`config.mk`:
```
export PLATFORM = sky130hd
export DESIGN_NAME = fifo_bridge_ctl_module
export DESIGN_NICKNAME = d
export VERILOG_FILES = /design/src/rtl/fifo_bridge_ctl_module.sv
export SDC_FILE = /design/constraint.sdc
export NUM_CORES = 1
export LEC_CHECK = 0
export ABC_CLOCK_PERIOD_IN_PS = 3740
export BUFFER_PORTS_ARGS = -buffer_cell sky130_fd_sc_hd__buf_4
export CELL_PAD_IN_SITES_DETAIL_PLACEMENT = 1
export CELL_PAD_IN_SITES_GLOBAL_PLACEMENT = 1
export CORE_MARGIN = 5
export CORE_UTILIZATION = 43
export DETAILED_ROUTE_END_ITERATION = 8
export GPL_TIMING_DRIVEN = 0
export PLACE_DENSITY_LB_ADDON = 0.1
export SETUP_SLACK_MARGIN = 0.4
export SYNTH_ARGS = -nofsm -noshare
export SYNTH_HDL_FRONTEND = slang
export SYNTH_SLANG_ARGS = --single-unit
```
`constraint.sdc`:
```
create_clock -name CLK -period 3.74 [get_ports CLK]
set_input_delay 1.122 -clock CLK [delete_from_list [all_inputs] [get_ports CLK]]
set_output_delay 1.122 -clock CLK [all_outputs]
set_load 0.01 [all_outputs]
```
`src/rtl/fifo_bridge_ctl_module.sv`:
```
// fifo_bridge_ctl_module
// Moves one word at a time from a read FIFO (loopback) or from an internal
// incrementing pattern generator into a write FIFO. Each word walks the
// FSM once: S_IDLE -> [S_RD -> S_CAP ->] S_WAITF -> S_WR -> S_IDLE.
//
// Handshake: Read_Req_Sig and Write_Req_Sig are single-cycle request
// pulses. A read request in cycle t means FIFO_Read_Data is valid in
// cycle t+1. A write request is issued only when Full_Sig was low in
// S_WAITF, and FIFO_Write_Data is valid and stable for the whole cycle in
// which Write_Req_Sig is high. The two requests are never high together.
module fifo_bridge_ctl_module #(
  parameter int                DATA_W   = 8,
  parameter int                CNT_W    = 16,
  parameter logic [DATA_W-1:0] PAT_INIT = '0
) (
  input  logic              CLK,
  input  logic              RSTn,
  input  logic              Enable,
  input  logic              Mode_Sel,
  input  logic              Empty_Sig,
  input  logic [DATA_W-1:0] FIFO_Read_Data,
  output logic              Read_Req_Sig,
  input  logic              Full_Sig,
  output logic              Write_Req_Sig,
  output logic [DATA_W-1:0] FIFO_Write_Data,
  output logic [CNT_W-1:0]  Xfer_Count,
  output logic              Busy,
  output logic [2:0]        dbg_state
);

  typedef enum logic [2:0] {
    S_IDLE  = 3'd0,
    S_RD    = 3'd1,
    S_CAP   = 3'd2,
    S_WAITF = 3'd3,
    S_WR    = 3'd4
  } state_t;

  state_t            state_q, state_d;
  logic              mode_q, mode_d;      // source of the word in flight
  logic [DATA_W-1:0] data_q, data_d;      // drives FIFO_Write_Data
  logic [DATA_W-1:0] pat_q, pat_d;        // next test-pattern value
  logic [CNT_W-1:0]  cnt_q, cnt_d;        // completed writes, wraps silently
  logic              rd_req_q, rd_req_d;
  logic              wr_req_q, wr_req_d;
  logic              busy_q, busy_d;

  // Next-state and datapath logic; request and busy outputs are decoded
  // from the next state so they come straight out of flops.
  always_comb begin
    state_d = state_q;
    mode_d  = mode_q;
    data_d  = data_q;
    pat_d   = pat_q;
    cnt_d   = cnt_q;
    case (state_q)
      S_IDLE: begin
        // Mode_Sel is only looked at here, so a change mid-word applies
        // to the next word.
        if (Enable) begin
          if (Mode_Sel) begin
            mode_d  = 1'b1;
            data_d  = pat_q;
            state_d = S_WAITF;
          end else if (!Empty_Sig) begin
            mode_d  = 1'b0;
            state_d = S_RD;
          end
        end
      end
      S_RD: begin
        state_d = S_CAP;
      end
      S_CAP: begin
        data_d  = FIFO_Read_Data;
        state_d = S_WAITF;
      end
      S_WAITF: begin
        if (!Full_Sig) begin
          state_d = S_WR;
        end
      end
      S_WR: begin
        cnt_d = cnt_q + CNT_W'(1);
        if (mode_q) begin
          pat_d = pat_q + DATA_W'(1);
        end
        state_d = S_IDLE;
      end
      default: begin
        state_d = S_IDLE;
      end
    endcase
    rd_req_d = (state_d == S_RD);
    wr_req_d = (state_d == S_WR);
    busy_d   = (state_d != S_IDLE);
  end

  // State and output registers; reset abandons any word in flight.
  always_ff @(posedge CLK or negedge RSTn) begin
    if (!RSTn) begin
      state_q  <= S_IDLE;
      mode_q   <= 1'b0;
      data_q   <= '0;
      pat_q    <= PAT_INIT;
      cnt_q    <= '0;
      rd_req_q <= 1'b0;
      wr_req_q <= 1'b0;
      busy_q   <= 1'b0;
    end else begin
      state_q  <= state_d;
      mode_q   <= mode_d;
      data_q   <= data_d;
      pat_q    <= pat_d;
      cnt_q    <= cnt_d;
      rd_req_q <= rd_req_d;
      wr_req_q <= wr_req_d;
      busy_q   <= busy_d;
    end
  end

  assign Read_Req_Sig    = rd_req_q;
  assign Write_Req_Sig   = wr_req_q;
  assign FIFO_Write_Data = data_q;
  assign Xfer_Count      = cnt_q;
  assign Busy            = busy_q;
  assign dbg_state       = state_q;

endmodule
```
* Word level (Yosys, flattened, before mapping)
Cells that the tools add are included.
Storage, ports and cells: logic and storage cells 35, register bits after elaboration 39, bits of input ports 14, output and inout port bits 30
Operators by class: reduce and logical (&&, ||, !) cells 6, equality and inequality tests 9, add/subtract/negate cells 2, mux-type cells 10
Operator list (number):
- $add A16 B1 Y16 const B | 1
- $mux W8 | 2
- $pmux W8 S2 | 1
- $mux W3 | 4
- $pmux W3 S4 | 1
- $add A8 B1 Y8 const B | 1
- $eq A3 B1 Y1 const B | 2
- $eq A3 B2 Y1 const B | 2
- $eq A3 B3 Y1 const B | 2
- $ne A2 B2 Y1 const B | 3
- $reduce_and A3 Y1 | 2
- $logic_not A3 Y1 | 1
- $reduce_bool A3 Y1 | 1
- $mux W1 | 2
- $reduce_and A2 Y1 | 1
- $reduce_bool A2 Y1 | 1

* Depth between registers and ports, before layout
Gate-level depths: netlist (run 1).
depth after elaboration 5, depth in mapped cells 6, mapped depth without buffers 5

* Worst setup path after synthesis (run 1)
No wires, ideal clock.
path type in2reg, start input port Enable, end register data_q[0] (netlist: FIFO_Write_Data[0]), cell stages on the path 5, setup time 0.126 ns, buffers on the path 1, setup slack 1.796 ns, data required time 3.614 ns, arrival time 1.817 ns, cells stage by stage nand2_1 > a211o_2 > buf_2 > nand2_1 > o21ai_0
Between the ends: cells in the longest elaborated chain, start to end 2
RTL lines:
- start: declaration | line 18 | input logic Enable,
- $ne A2 B2 Y1 (no line)
- $reduce_and A3 Y1 (no line)
- end signal: assignment | line 113 | data_q <= data_d;
- end: declaration | line 41 | logic [DATA_W-1:0] data_q, data_d;
No other way between the ends. A chain may end at the register's enable or synchronous reset.

* Worst setup path in the final report (run 1)
start register state_q[0] (netlist: dbg_state[0]), end output port dbg_state[0]
RTL lines:
- start: declaration | line 39 | state_t state_q, state_d;
- start signal: assignment | line 111 | state_q <= state_d;
- end: declaration | line 28 | output logic [2:0] dbg_state
No word-level cell between the ends.

==> results of run 1 <==
## metrics by stage
step	area [sq um]	power, mW	hold WS, ns	utilization, %
detailed placement	2080	1.03	0.483	55.6
floorplan	1700	0.830	0.446	-
CTS	2160	1.30	0.498	57.8
finish	2160	1.28	0.495	57.8
global placement	2080	1.00	0.463	55.6
global route	2160	1.37	0.511	57.8
## routing by layer
metal,track usage [%],up-vias,wire [microns]
li1,-,612,-
met4,5.53,0,38
met1,20.5,651,1720
met3,4.68,5,241
met5,0,-,0
met2,25.5,40,1880
## power groups by stage
| stage | Combinational [mW] | Sequential, mW | Clock (mW) |
|---|---|---|---|
| 5_1_grt | 0.467 | 0.606 | 0.301 |
| 2_1_floorplan | 0.214 | 0.616 | 0 |
| 3_3_place_gp | 0.410 | 0.594 | 0 |
| 3_5_place_dp | 0.425 | 0.601 | 0 |
| 4_1_cts | 0.428 | 0.593 | 0.279 |
| 6_report | 0.420 | 0.592 | 0.272 |
## final timing paths
| check | startpoint | to | cells after the start |
|---|---|---|---|
| setup / recovery | dbg_state[0] | dbg_state[0] | 1 |
| hold / removal | Xfer_Count[15] | Xfer_Count[15] | 1 |
| setup reg to reg | dbg_state[2] | pat_q[5] | 6 |
| hold reg to reg | Xfer_Count[15] | Xfer_Count[15] | 1 |
| max in group asynchronous | RSTn | Read_Req_Sig | 1 |
| min in group asynchronous | RSTn | Xfer_Count[10] | 1 |
## cell families (layout without fill, tap and decap cells)
group	count (synthesis)	after routing
mux	2	2
buf+inv	6	57
xor+xnor	22	22
fa+ha+maj	2	2
flops	39	39
simple gates	52	52
compound gates	22	22
## area by class of cell
type                            count  area [sq um]
Clock inverter                      1          5.00
Tap cell                           48          60.1
Timing Repair Buffer               43           323
Fill cell                         421          1580
Sequential cell                    39           976
Clock buffer                        7          76.3
Inverter                            2          7.51
Multi-Input combinational cell    100           684
Buffer                              4          31.3
## synthesized netlist by cell type (all sizes together)
cell	n	area [sq um]
and4	3	28.8
xnor2	19	166
nor2	4	15.0
nor2b	1	6.26
a21oi	1	5.00
a22o	1	8.76
nor4b	1	8.76
a211o	1	10.0
mux2	2	22.5
nand3	5	25.0
xor2	3	26.3
nand4	7	43.8
inv	2	7.51
dfrtp	39	976
and3	7	50.1
nor3b	3	33.8
a221oi	1	8.76
ha	2	25.0
o21ai	9	45.0
nand2	18	67.6
o22ai	8	50.1
and2	2	12.5
nor3	1	16.3
o22a	1	8.76
clkbuf	1	3.75
buf	3	27.5
## registers in the layout, summed over array words and instances (netlist names)
register	cells
Busy	1
mode_q	1
FIFO_Write_Data	8
pat_q	8
Xfer_Count	16
Write_Req_Sig	1
dbg_state	3
Read_Req_Sig	1
==> summary.md, run 1 <==
| Metric | Value |
|---|---|
| Outcome | `complete, no violations` |
| CTS tree | `yes` |
| Gr usage total | `15.9%` |
| Clk network pwr share | `21.2%` |
| Fin crit period | `2.14 ns` |
| Sequential share of the synthesized area | `57.4%` |
| I/O Buffers | `43` |
| Clock transition at path regs | `0.08 ns` |
| Via density | `5.36` |
| Post-CTS Setup Bufs | `0` |
| DRC Markers | `0` |
| Synthesized netlist cell count | `145` |
| Placer Congestion | `0.758` |
| Crit-path max FO | `8` |
| # diodes | `0` |
| Slew margin rel. | `66.2%` |
| Iteration-0 DRC Markers | `74` |
| Delay-heaviest family, CP | `flip-flops` |
| Internal Pwr Total | `0.839 mW` |
| CP max stage cell | `dfrtp_1` |
| Fin. max-slew vios | `0` |
| Slowest stage delay, CP | `0.54 ns` |
| Post-route setup slack | `1.60 ns` |
| IO Count | `44` |
| Simple-Gate Fraction of Synth Area | `18.1%` |
| CORE AREA | `3740 sq um` |
| Cell Chain, Critical Path | `buf_4` |
| Largest net degree at the start of global routing | `40` |
| Psw | `0.445 mW` |
| Worst R2R Setup Slack | `2.22 ns` |
| Final HPWL DP | `2880 microns` |
| Clk root buf | `clkbuf_8` |
| Row count | `22` |
| Global-route wire length before repair | `6470 microns` |
| Post-CTS resize count | `0` |
| Largest family of logic cells by synthesized area | `simple AND/OR/NAND/NOR gates` |
| Unrepaired setup endpoints after global routing | `false` |
| Leakage | `1.04 nW` |
| Hold Path Class | `reg2reg` |
| Buf/Inv on CP | `1` |
| TNS Setup | `0 ns` |
| Number of global-route vias before repair | `1,372` |
| Grt total ovfl | `0` |
| Synth Area in Compound Gates | `8.03%` |
| Comb pwr share | `32.7%` |
| TritonRoute pass-1 iters | `4` |
| Synth Area in XOR/XNOR | `11.3%` |
| Antenna violations before repair | `0` |
| Detailed-route wire length per cell | `15.9 microns` |
| Most frequent cells in the layout | `43 x buf_4, 39 x dfrtp_1, 19 x xnor2_1, 18 x nand2_1, 8 x o22ai_1` |
| Fmax | `468 MHz` |
| Final #Nets | `211` |
| Synth Area in Adders | `1.47%` |
| Clock buffer depth | `2` |
| Synth Warn # | `0` |
| WS Path Type | `reg2out` |
| Starting density of the core | `45.4%` |
| Clk sinks | `39` |
| Syn Area/Cell | `11.7 sq um` |
| Final ANT Viol Nets | `0` |
| Final std cells w/o fill | `244` |
| Fraction of synthesized area in multiplexers | `1.33%` |
| WL final | `3880 microns` |
| Die Ht | `72.9 microns` |
| Chip width | `72.9 microns` |
| WP data arrival | `1.02 ns` |
| Die ar. | `5310 sq um` |
| PwrDens | `593 nW/um^2` |
| Synthesis-to-layout area growth | `27.3%` |
| Post-synthesis cell type count | `32` |
| DP Cell Count | `236` |
| Share of layout cells above drive strength 1 | `30.6%` |
| Max IR drop VDD | `0.322 mV` |
| Synthesized area | `1700 sq um` |
| Clock latency on the worst-skew pair | `0.29 ns` |
| Slew @ Worst Pin | `0.506 ns` |
| Clock Skew | `0.00600 ns` |
| CP Launch Type | `register` |
| H-Tree Level Count | `2` |
| Setup violations, final | `0` |
| Synth Net Count | `161` |
| Sw frac | `34.7%` |
| TritonCTS Buffers | `5` |
| Commonest non-fill, non-tap cell in the layout | `buf_4` |
| Critical Path RT | `2.62 ns` |
| Fin crit share | `57.1%` |
| Critical path endpoint category | `primary output` |
| Final Hold Viols | `0` |
| Vias post-DR | `1,308` |
| Max-Cap Viols | `0` |
| Pre-CTS setup slack | `1.52 ns` |
| Sequential power share | `46.1%` |
| Seq cells post-synth | `39` |
| Hold-fix buffers, CTS | `0` |
(Power assumes the default switching activity.)
==> inputs of run 2 (changes only) <==
--- a/config.mk
+++ b/config.mk
@@ -5,12 +5,12 @@
 export SDC_FILE = /design/constraint.sdc
 export NUM_CORES = 1
 export LEC_CHECK = 0
-export ABC_CLOCK_PERIOD_IN_PS = 3740
+export ABC_CLOCK_PERIOD_IN_PS = 2000
 export BUFFER_PORTS_ARGS = -buffer_cell sky130_fd_sc_hd__buf_4
 export CELL_PAD_IN_SITES_DETAIL_PLACEMENT = 1
 export CELL_PAD_IN_SITES_GLOBAL_PLACEMENT = 1
 export CORE_MARGIN = 5
-export CORE_UTILIZATION = 43
+export CORE_UTILIZATION = 40
 export DETAILED_ROUTE_END_ITERATION = 8
 export GPL_TIMING_DRIVEN = 0
 export PLACE_DENSITY_LB_ADDON = 0.1
==> constraint.sdc (replaced) <==
create_clock -name CLK -period 2 [get_ports CLK]
set_input_delay 0.6 -clock CLK [delete_from_list [all_inputs] [get_ports CLK]]
set_output_delay 0.6 -clock CLK [all_outputs]
set_load 0.01 [all_outputs]
==> summary.md, run 2 (same netlist as run 1, synthesis figures left out) <==
| Metric | Value |
|---|---|
| Crit-path max FO | `8 (unchanged)` |
| Fin crit period | `1.54 ns` |
| Clock Skew | `0.00666 ns (+0.000664 ns)` |
| TritonRoute pass-1 iters | `3 (-1)` |
| Hold Path Class | `in2async` |
| Slew @ Worst Pin | `0.481 ns (-0.0257 ns)` |
| Outcome | `complete, no violations` |
| Fin. max-slew vios | `0 (unchanged)` |
| Fmax | `648 MHz` |
| Buf/Inv on CP | `1 (unchanged)` |
| FF-to-FF End | `Xfer_Count[7]` |
| Most frequent cells in the layout | `43 x buf_4, 37 x dfrtp_1, 19 x xnor2_1, 18 x nand2_1, 8 x o22ai_1` |
| Via density | `5.18 (-3.3%)` |
| Synthesis-to-layout area growth | `28.9%` |
| Antenna violations before repair | `0 (unchanged)` |
| Clock buffer depth | `2 (unchanged)` |
| Delay-heaviest family, CP | `flip-flops` |
| Fin crit share | `77.1%` |
| Hold Slack | `0.264 ns (-0.231 ns)` |
| Final ANT Viol Nets | `0 (unchanged)` |
| Worst R2R Setup Slack | `0.52 ns (-1.70 ns)` |
| Slew margin rel. | `68.0% (+1.7 points)` |
| Area of placed instances | `2080 sq um (+0.12%)` |
| Critical path endpoint category | `primary output` |
| Leakage | `1.06 nW (+1.1%)` |
| CP max stage cell | `dfrtp_2` |
| Final HPWL DP | `2870 microns (-0.35%)` |
| Largest net degree at the start of global routing | `40 (unchanged)` |
| Cell Chain, Critical Path | `buf_4` |
| I/O Buffers | `43 (unchanged)` |
| Critical Path RT | `1.40 ns (-1.22 ns)` |
| R2r startpoint | `dbg_state[2]` |
| Row count | `23 (+4.5%)` |
| Share of layout cells above drive strength 1 | `33.0% (+2.4 points)` |
| H-Tree Level Count | `2 (unchanged)` |
| CP Launch Type | `register` |
| Starting density of the core | `41.9% (-3.5 points)` |
| Multi-input gate area | `684 sq um (unchanged)` |
| Power after layout | `2.42 mW (+88%)` |
| Die Ht | `75.2 microns (+3.2%)` |
| Placer Congestion | `0.759 (+0.18%)` |
| CTS tree | `yes` |
| Crit path to | `dbg_state[0]` |
| WS Path Type | `reg2out` |
| Clock transition at path regs | `0.08 ns (about the same)` |
| TritonCTS Buffers | `5 (unchanged)` |
| Max reg flops | `16 (unchanged)` |
| Iteration-0 DRC Markers | `46 (-38%)` |
| Vias post-DR | `1,280 (-2.1%)` |
| Clock latency on the worst-skew pair | `0.29 ns (about the same)` |
| Reg2Reg Depth | `5 (-1)` |
| Setup violations, final | `0 (unchanged)` |
| Chip width | `75.2 microns (+3.2%)` |
| Register area | `978 sq um (+0.26%)` |
| Die ar. | `5650 sq um (+6.5%)` |
| Crit. Startpoint | `dbg_state[0]` |
| Slowest stage delay, CP | `0.48 ns (-0.06 ns)` |
| IO Count | `44 (unchanged)` |
| Max-Cap Viols | `0 (unchanged)` |
| Grt total ovfl | `0 (unchanged)` |
| WP data arrival | `0.94 ns (-0.08 ns)` |
| Number of global-route vias before repair | `1,367 (-0.36%)` |
| Final #Nets | `212 (+0.47%)` |
| CORE AREA | `4060 sq um (+8.4%)` |
| Hold-fix buffers, CTS | `0 (unchanged)` |
| PwrDens | `1100 nW/um^2 (+86%)` |
| # diodes | `0 (unchanged)` |
| Final Hold Viols | `0 (unchanged)` |
| Utilization after layout | `54.0% (-3.8 points)` |
| Commonest non-fill, non-tap cell in the layout | `buf_4` |
| # fillers | `445 (+5.7%)` |
| Detailed-route wire length per cell | `15.5 microns (-2.7%)` |
| Max IR drop VDD | `0.789 mV (+140%)` |
| TNS Setup | `0 ns (unchanged)` |
| Global-route wire length before repair | `6360 microns (-1.6%)` |
| Clk sinks | `39 (unchanged)` |
| Unrepaired setup endpoints after global routing | `false` |
| Crit. path cell count | `1 (unchanged)` |
| Post-Layout Inst Area | `2190 sq um (+1.3%)` |
| DRC Markers | `0 (unchanged)` |
| Gr usage total | `15.3% (-0.64 points)` |
| WL final | `3820 microns (-1.5%)` |
| Clk root buf | `clkbuf_8` |
==> run 2: final cells by class <==
cell class	instances	area share, %
inverters	2	0.343
multi-input cells	100	31.2
repair buffers	44	15.6
clock inverters	3	0.685
well taps	50	2.86
flip-flops and latches	39	44.7
plain buffers	4	1.43
clock buffers	5	3.14
==> run 2: power breakdown <==
group / leakage (nW) / switching, mW / internal [mW] / total (mW)
clock: 0.0477 / 0.270 / 0.238 / 0.509
combinational: 0.489 / 0.407 / 0.388 / 0.795
sequential: 0.519 / 0.164 / 0.949 / 1.11
==> run 2: worst min-delay path by stage <==
stage	end	slack (ns)	from	cells after the start
detailed placement	Xfer_Count[15]	0.46	Xfer_Count[15]	1
global placement	Xfer_Count[15]	0.46	Xfer_Count[15]	1
finish	Xfer_Count[10]	0.26	RSTn	1
floorplan	Busy	0.30	RSTn	0
global route	Xfer_Count[9]	0.30	RSTn	1
CTS	Xfer_Count[9]	0.28	RSTn	1
==> run 2: repair_timing <==
item / in CTS / in global routing
setup buffers: 0 / 1
cloned: 0 / 0
setup endpoints to repair: 1 / 8
gates resized for setup: 1 / 1
==> run 2: metrics by stage <==
| stage | setup slack, ns | instances |
|---|---|---|
| final | 0.457 | 247 |
| after global routing | 0.416 | 247 |
| after CTS | 0.444 | 246 |
| after detailed placement | 0.339 | 238 |
| after global placement | 0.372 | 238 |
| after floorplan | 0.571 | 145 |
==> run 2: per-layer routing <==
metal  vias up  routed length (microns)  part of all wire [%]  global-route usage [%]
li1        612                        -                     -                       -
met1       630                     1630                    43                    18.7
met2        33                     1880                    49                    25.1
met3         5                      255                   6.7                    4.94
met4         0                       61                   1.6                    5.83
met5         -                        0                     0                       0
==> inputs of run 3 (changes only) <==
--- a/config.mk
+++ b/config.mk
@@ -5,12 +5,13 @@
 export SDC_FILE = /design/constraint.sdc
 export NUM_CORES = 1
 export LEC_CHECK = 0
-export ABC_CLOCK_PERIOD_IN_PS = 2000
+export ABC_AREA = 1
+export ABC_CLOCK_PERIOD_IN_PS = 1620
 export BUFFER_PORTS_ARGS = -buffer_cell sky130_fd_sc_hd__buf_4
 export CELL_PAD_IN_SITES_DETAIL_PLACEMENT = 1
 export CELL_PAD_IN_SITES_GLOBAL_PLACEMENT = 1
 export CORE_MARGIN = 5
-export CORE_UTILIZATION = 40
+export CORE_UTILIZATION = 39
 export DETAILED_ROUTE_END_ITERATION = 8
 export GPL_TIMING_DRIVEN = 0
 export PLACE_DENSITY_LB_ADDON = 0.1
==> constraint.sdc (replaced) <==
create_clock -name CLK -period 1.62 [get_ports CLK]
set_input_delay 0.486 -clock CLK [delete_from_list [all_inputs] [get_ports CLK]]
set_output_delay 0.486 -clock CLK [all_outputs]
set_load 0.01 [all_outputs]
==> summary.md, run 3 <==
| Metric | Value |
|---|---|
| Outcome | `complete, no violations` |
| Final ANT Viol Nets | `0 (unchanged)` |
| Number of global-route vias before repair | `2,093 (+53%)` |
| Global Route met2 Usage | `40.0% (+15 points)` |
| Clock latency on the worst-skew pair | `0.30 ns (about the same)` |
| Final std cells w/o fill | `392 (+59%)` |
| Crit path to | `Xfer_Count[14]` |
| PwrDens | `1290 nW/um^2 (+17%)` |
| WS Path Type | `reg2reg` |
| Final HPWL DP | `3700 microns (+29%)` |
| Row count | `25 (+8.7%)` |
| Clk sinks | `39 (unchanged)` |
| R2r startpoint | `dbg_state[0]` |
| Top-count cell post-synth | `nand2_1` |
| Synthesized area | `1940 sq um (+14%)` |
| Grt total ovfl | `0 (unchanged)` |
| WL final | `7350 microns (+92%)` |
| TNS Setup | `0 ns (unchanged)` |
| Clock transition at path regs | `0.08 ns (about the same)` |
| Grt peak-use layer | `met2` |
| Synth Net Count | `246 (+53%)` |
| Delay-heaviest family, CP | `simple AND/OR/NAND/NOR gates` |
| Leakage | `1.68 nW (+59%)` |
| Max reg flops | `16 (unchanged)` |
| Placer Congestion | `0.791 (+4.1%)` |
| Register area | `987 sq um (+0.90%)` |
| Detailed-route wire length per cell | `18.7 microns (+21%)` |
| Critical path endpoint category | `register` |
| Max-Cap Viols | `0 (unchanged)` |
| Synthesis-to-layout area growth | `63.6%` |
| Largest net degree at the start of global routing | `40 (unchanged)` |
| Iteration-0 DRC Markers | `128 (+180%)` |
| Clock Skew | `0.00683 ns (+0.000175 ns)` |
| TritonCTS Buffers | `5 (unchanged)` |
| # fillers | `532 (+20%)` |
| Vias post-DR | `1,977 (+54%)` |
| Comb pwr share | `44.5% (+12 points)` |
| Critical Path RT | `1.87 ns (+0.47 ns)` |
| Setup violations, final | `0 (unchanged)` |
| Share of layout cells above drive strength 1 | `46.8% (+14 points)` |
| Die ar. | `6490 sq um (+15%)` |
| DRC Markers | `0 (unchanged)` |
| Sequential share of the synthesized area | `50.3% (-7.1 points)` |
| Final #Nets | `340 (+60%)` |
| I/O Buffers | `43 (unchanged)` |
| Hold Path Class | `in2async` |
| Seq cells post-synth | `39 (unchanged)` |
| Starting density of the core | `40.5% (-1.3 points)` |
| IO Count | `44 (unchanged)` |
| Post-synth top area share | `50.3% (-7.1 points)` |
| Sw frac | `37.3% (+2.5 points)` |
| Commonest non-fill, non-tap cell in the layout | `nand2_1` |
| Crit-path max FO | `6 (-2)` |
| GR met3 Demand/Resource | `3.70% (-1.2 points)` |
| Via density | `5.04 (-2.7%)` |
| CTS tree | `yes` |
| # diodes | `0 (unchanged)` |
| H-Tree Level Count | `2 (unchanged)` |
| Final Hold Viols | `0 (unchanged)` |
| Global-route wire length before repair | `10,600 microns (+66%)` |
| Fin crit period | `1.41 ns` |
| Gr usage total | `21.6% (+6.3 points)` |
| Synth Warn # | `0 (unchanged)` |
| Clock buffer depth | `2 (unchanged)` |
| Number of synthesized flops with an enable pin | `0 (unchanged)` |
| Met1 usage | `24.5% (+5.8 points)` |
| Slew @ Worst Pin | `0.531 ns (+0.0507 ns)` |
| WP data arrival | `1.65 ns (+0.71 ns)` |
| Post-synth top area cell | `dfrtp_1` |
| Internal Pwr Total | `2.57 mW (+63%)` |
| CP max stage cell | `dfrtp_2` |
| Crit. Startpoint | `dbg_state[0]` |
| Syn Area/Cell | `8.44 sq um (-28%)` |
| Multi-input gate area | `995 sq um (+45%)` |
| Main flop type after synthesis | `dfrtp_1` |
| Asr flop ratio synth | `100% (unchanged)` |
| Clk root buf | `clkbuf_8` |
| Synthesized netlist cell count | `230 (+59%)` |
| Antenna violations before repair | `0 (unchanged)` |
| CORE AREA | `4790 sq um (+18%)` |
| Reg2Reg Depth | `7 (+2)` |
| Crit. path cell count | `7 (+6)` |
| Max IR drop VDD | `0.952 mV (+21%)` |
| Sequential power share | `34.3% (-12 points)` |
| Buf/Inv on CP | `1 (unchanged)` |
| Fin crit share | `86.8%` |
| Most frequent cells in the layout | `60 x nand2_1, 43 x buf_4, 42 x buf_6, 31 x inv_1, 30 x dfrtp_1` |
| Largest cells by area after synthesis | `dfrtp_1 50%, nand2_1 14%, inv_1 6.4%` |
| Chip width | `80.5 microns (+7.1%)` |
| Fin. max-slew vios | `0 (unchanged)` |
| Unrepaired setup endpoints after global routing | `true` |
| Fmax | `711 MHz` |
| Worst R2R Setup Slack | `0.21 ns (-0.31 ns)` |
| Post-synthesis cell type count | `24 (-25%)` |
| Clk network pwr share | `21.2% (+0.2 points)` |
| Slew margin rel. | `64.6% (-3.4 points)` |
| Psw | `1.53 mW (+82%)` |
| TritonRoute pass-1 iters | `4 (+1)` |
| CP Launch Type | `register` |
| Slowest stage delay, CP | `0.46 ns (-0.02 ns)` |
| FF-to-FF End | `Xfer_Count[14]` |
| Die Ht | `80.5 microns (+7.1%)` |
| DP Cell Count | `340 (+43%)` |
| Cell Chain, Critical Path | `nor2_4, nand2_8, nor2_4, nand4_1, nand2_1, nand2_1, inv_1` |
| Synth top cells by count | `74 x nand2_1, 39 x dfrtp_1, 33 x inv_1, 13 x nand3_1, 13 x nor2_1` |
[run 3: kinds of logic after synthesis]
| group | synth area share, % |
|---|---|
| adders and majority gates | 1.29 |
| buffers and inverters | 7.16 |
| xor gates and xnor gates | 6.77 |
| AOI/OAI and AO/OA | 6.51 |
| DFF | 50.3 |
| and+or+nand+nor | 28.0 |
[run 3: how the worst min path moves through the flow]
stage,startpoint,to,slack [ns],depth (start not counted)
after floorplan,RSTn,Busy,0.19,0
after global placement,FIFO_Write_Data[7],FIFO_Write_Data[7],0.47,2
after detailed placement,FIFO_Write_Data[4],FIFO_Write_Data[4],0.47,2
after CTS,RSTn,Xfer_Count[14],0.18,1
after global routing,RSTn,Write_Req_Sig,0.20,1
final,RSTn,Write_Req_Sig,0.15,1
[run 3: repair_timing]
item	CTS	global route
pin swaps	15	15
hold buffers	0	0
resized for setup	59	39
endpoints found under the setup margin	55	68
gates cloned	0	0
endpoints found under the hold margin	0	0
setup buffers	32	12
[run 3: layout make-up]
cell class	count	area share, %
Buffer	1	0.473
Clock buffer	6	2.60
Clock inverter	2	1.10
Inverter	35	4.45
Multi-Input combinational cell	155	31.3
Sequential cell	39	31.1
Tap cell	67	2.64
Timing Repair Buffer	87	26.3
[run 3: worst reg2reg max path, cell delays in order, from the launching register on]
cell and delay [ns]:
dfrtp_2 0.46, nor2_4 0.21, nand2_8 0.12, nor2_4 0.20
nand4_1 0.14, nand2_1 0.10, nand2_1 0.07, inv_1 0.06
[run 3: routing by layer]
layer / wire length, microns / part of all wire [%]
met1: 2930 / 40
met2: 3890 / 53
met3: 350 / 4.8
met4: 183 / 2.5
met5: 0 / 0
[run 3: through the flow]
| stage | total power [mW] | hold slack, ns | setup WS [ns] | area, sq um | util, % |
|---|---|---|---|---|---|
| 2_1_floorplan | 1.98 | 0.190 | 0.369 | 1960 | - |
| 4_1_cts | 3.73 | 0.181 | 0.248 | 2950 | 61.5 |
| 3_5_place_dp | 2.48 | 0.468 | 0.0320 | 2370 | 49.5 |
| 6_report | 4.10 | 0.154 | 0.214 | 3180 | 66.4 |
| 5_1_grt | 4.33 | 0.199 | 0.106 | 3180 | 66.4 |
| 3_3_place_gp | 2.44 | 0.466 | 0.0576 | 2370 | 49.5 |
[run 3: power by group through the flow]
stage | sequential [mW] | clock, mW | combinational (mW)
finish | 1.41 | 0.869 | 1.83
global route | 1.43 | 0.921 | 1.97
floorplan | 1.41 | 0 | 0.572
global placement | 1.36 | 0 | 1.08
detailed placement | 1.36 | 0 | 1.12
CTS | 1.36 | 0.870 | 1.50
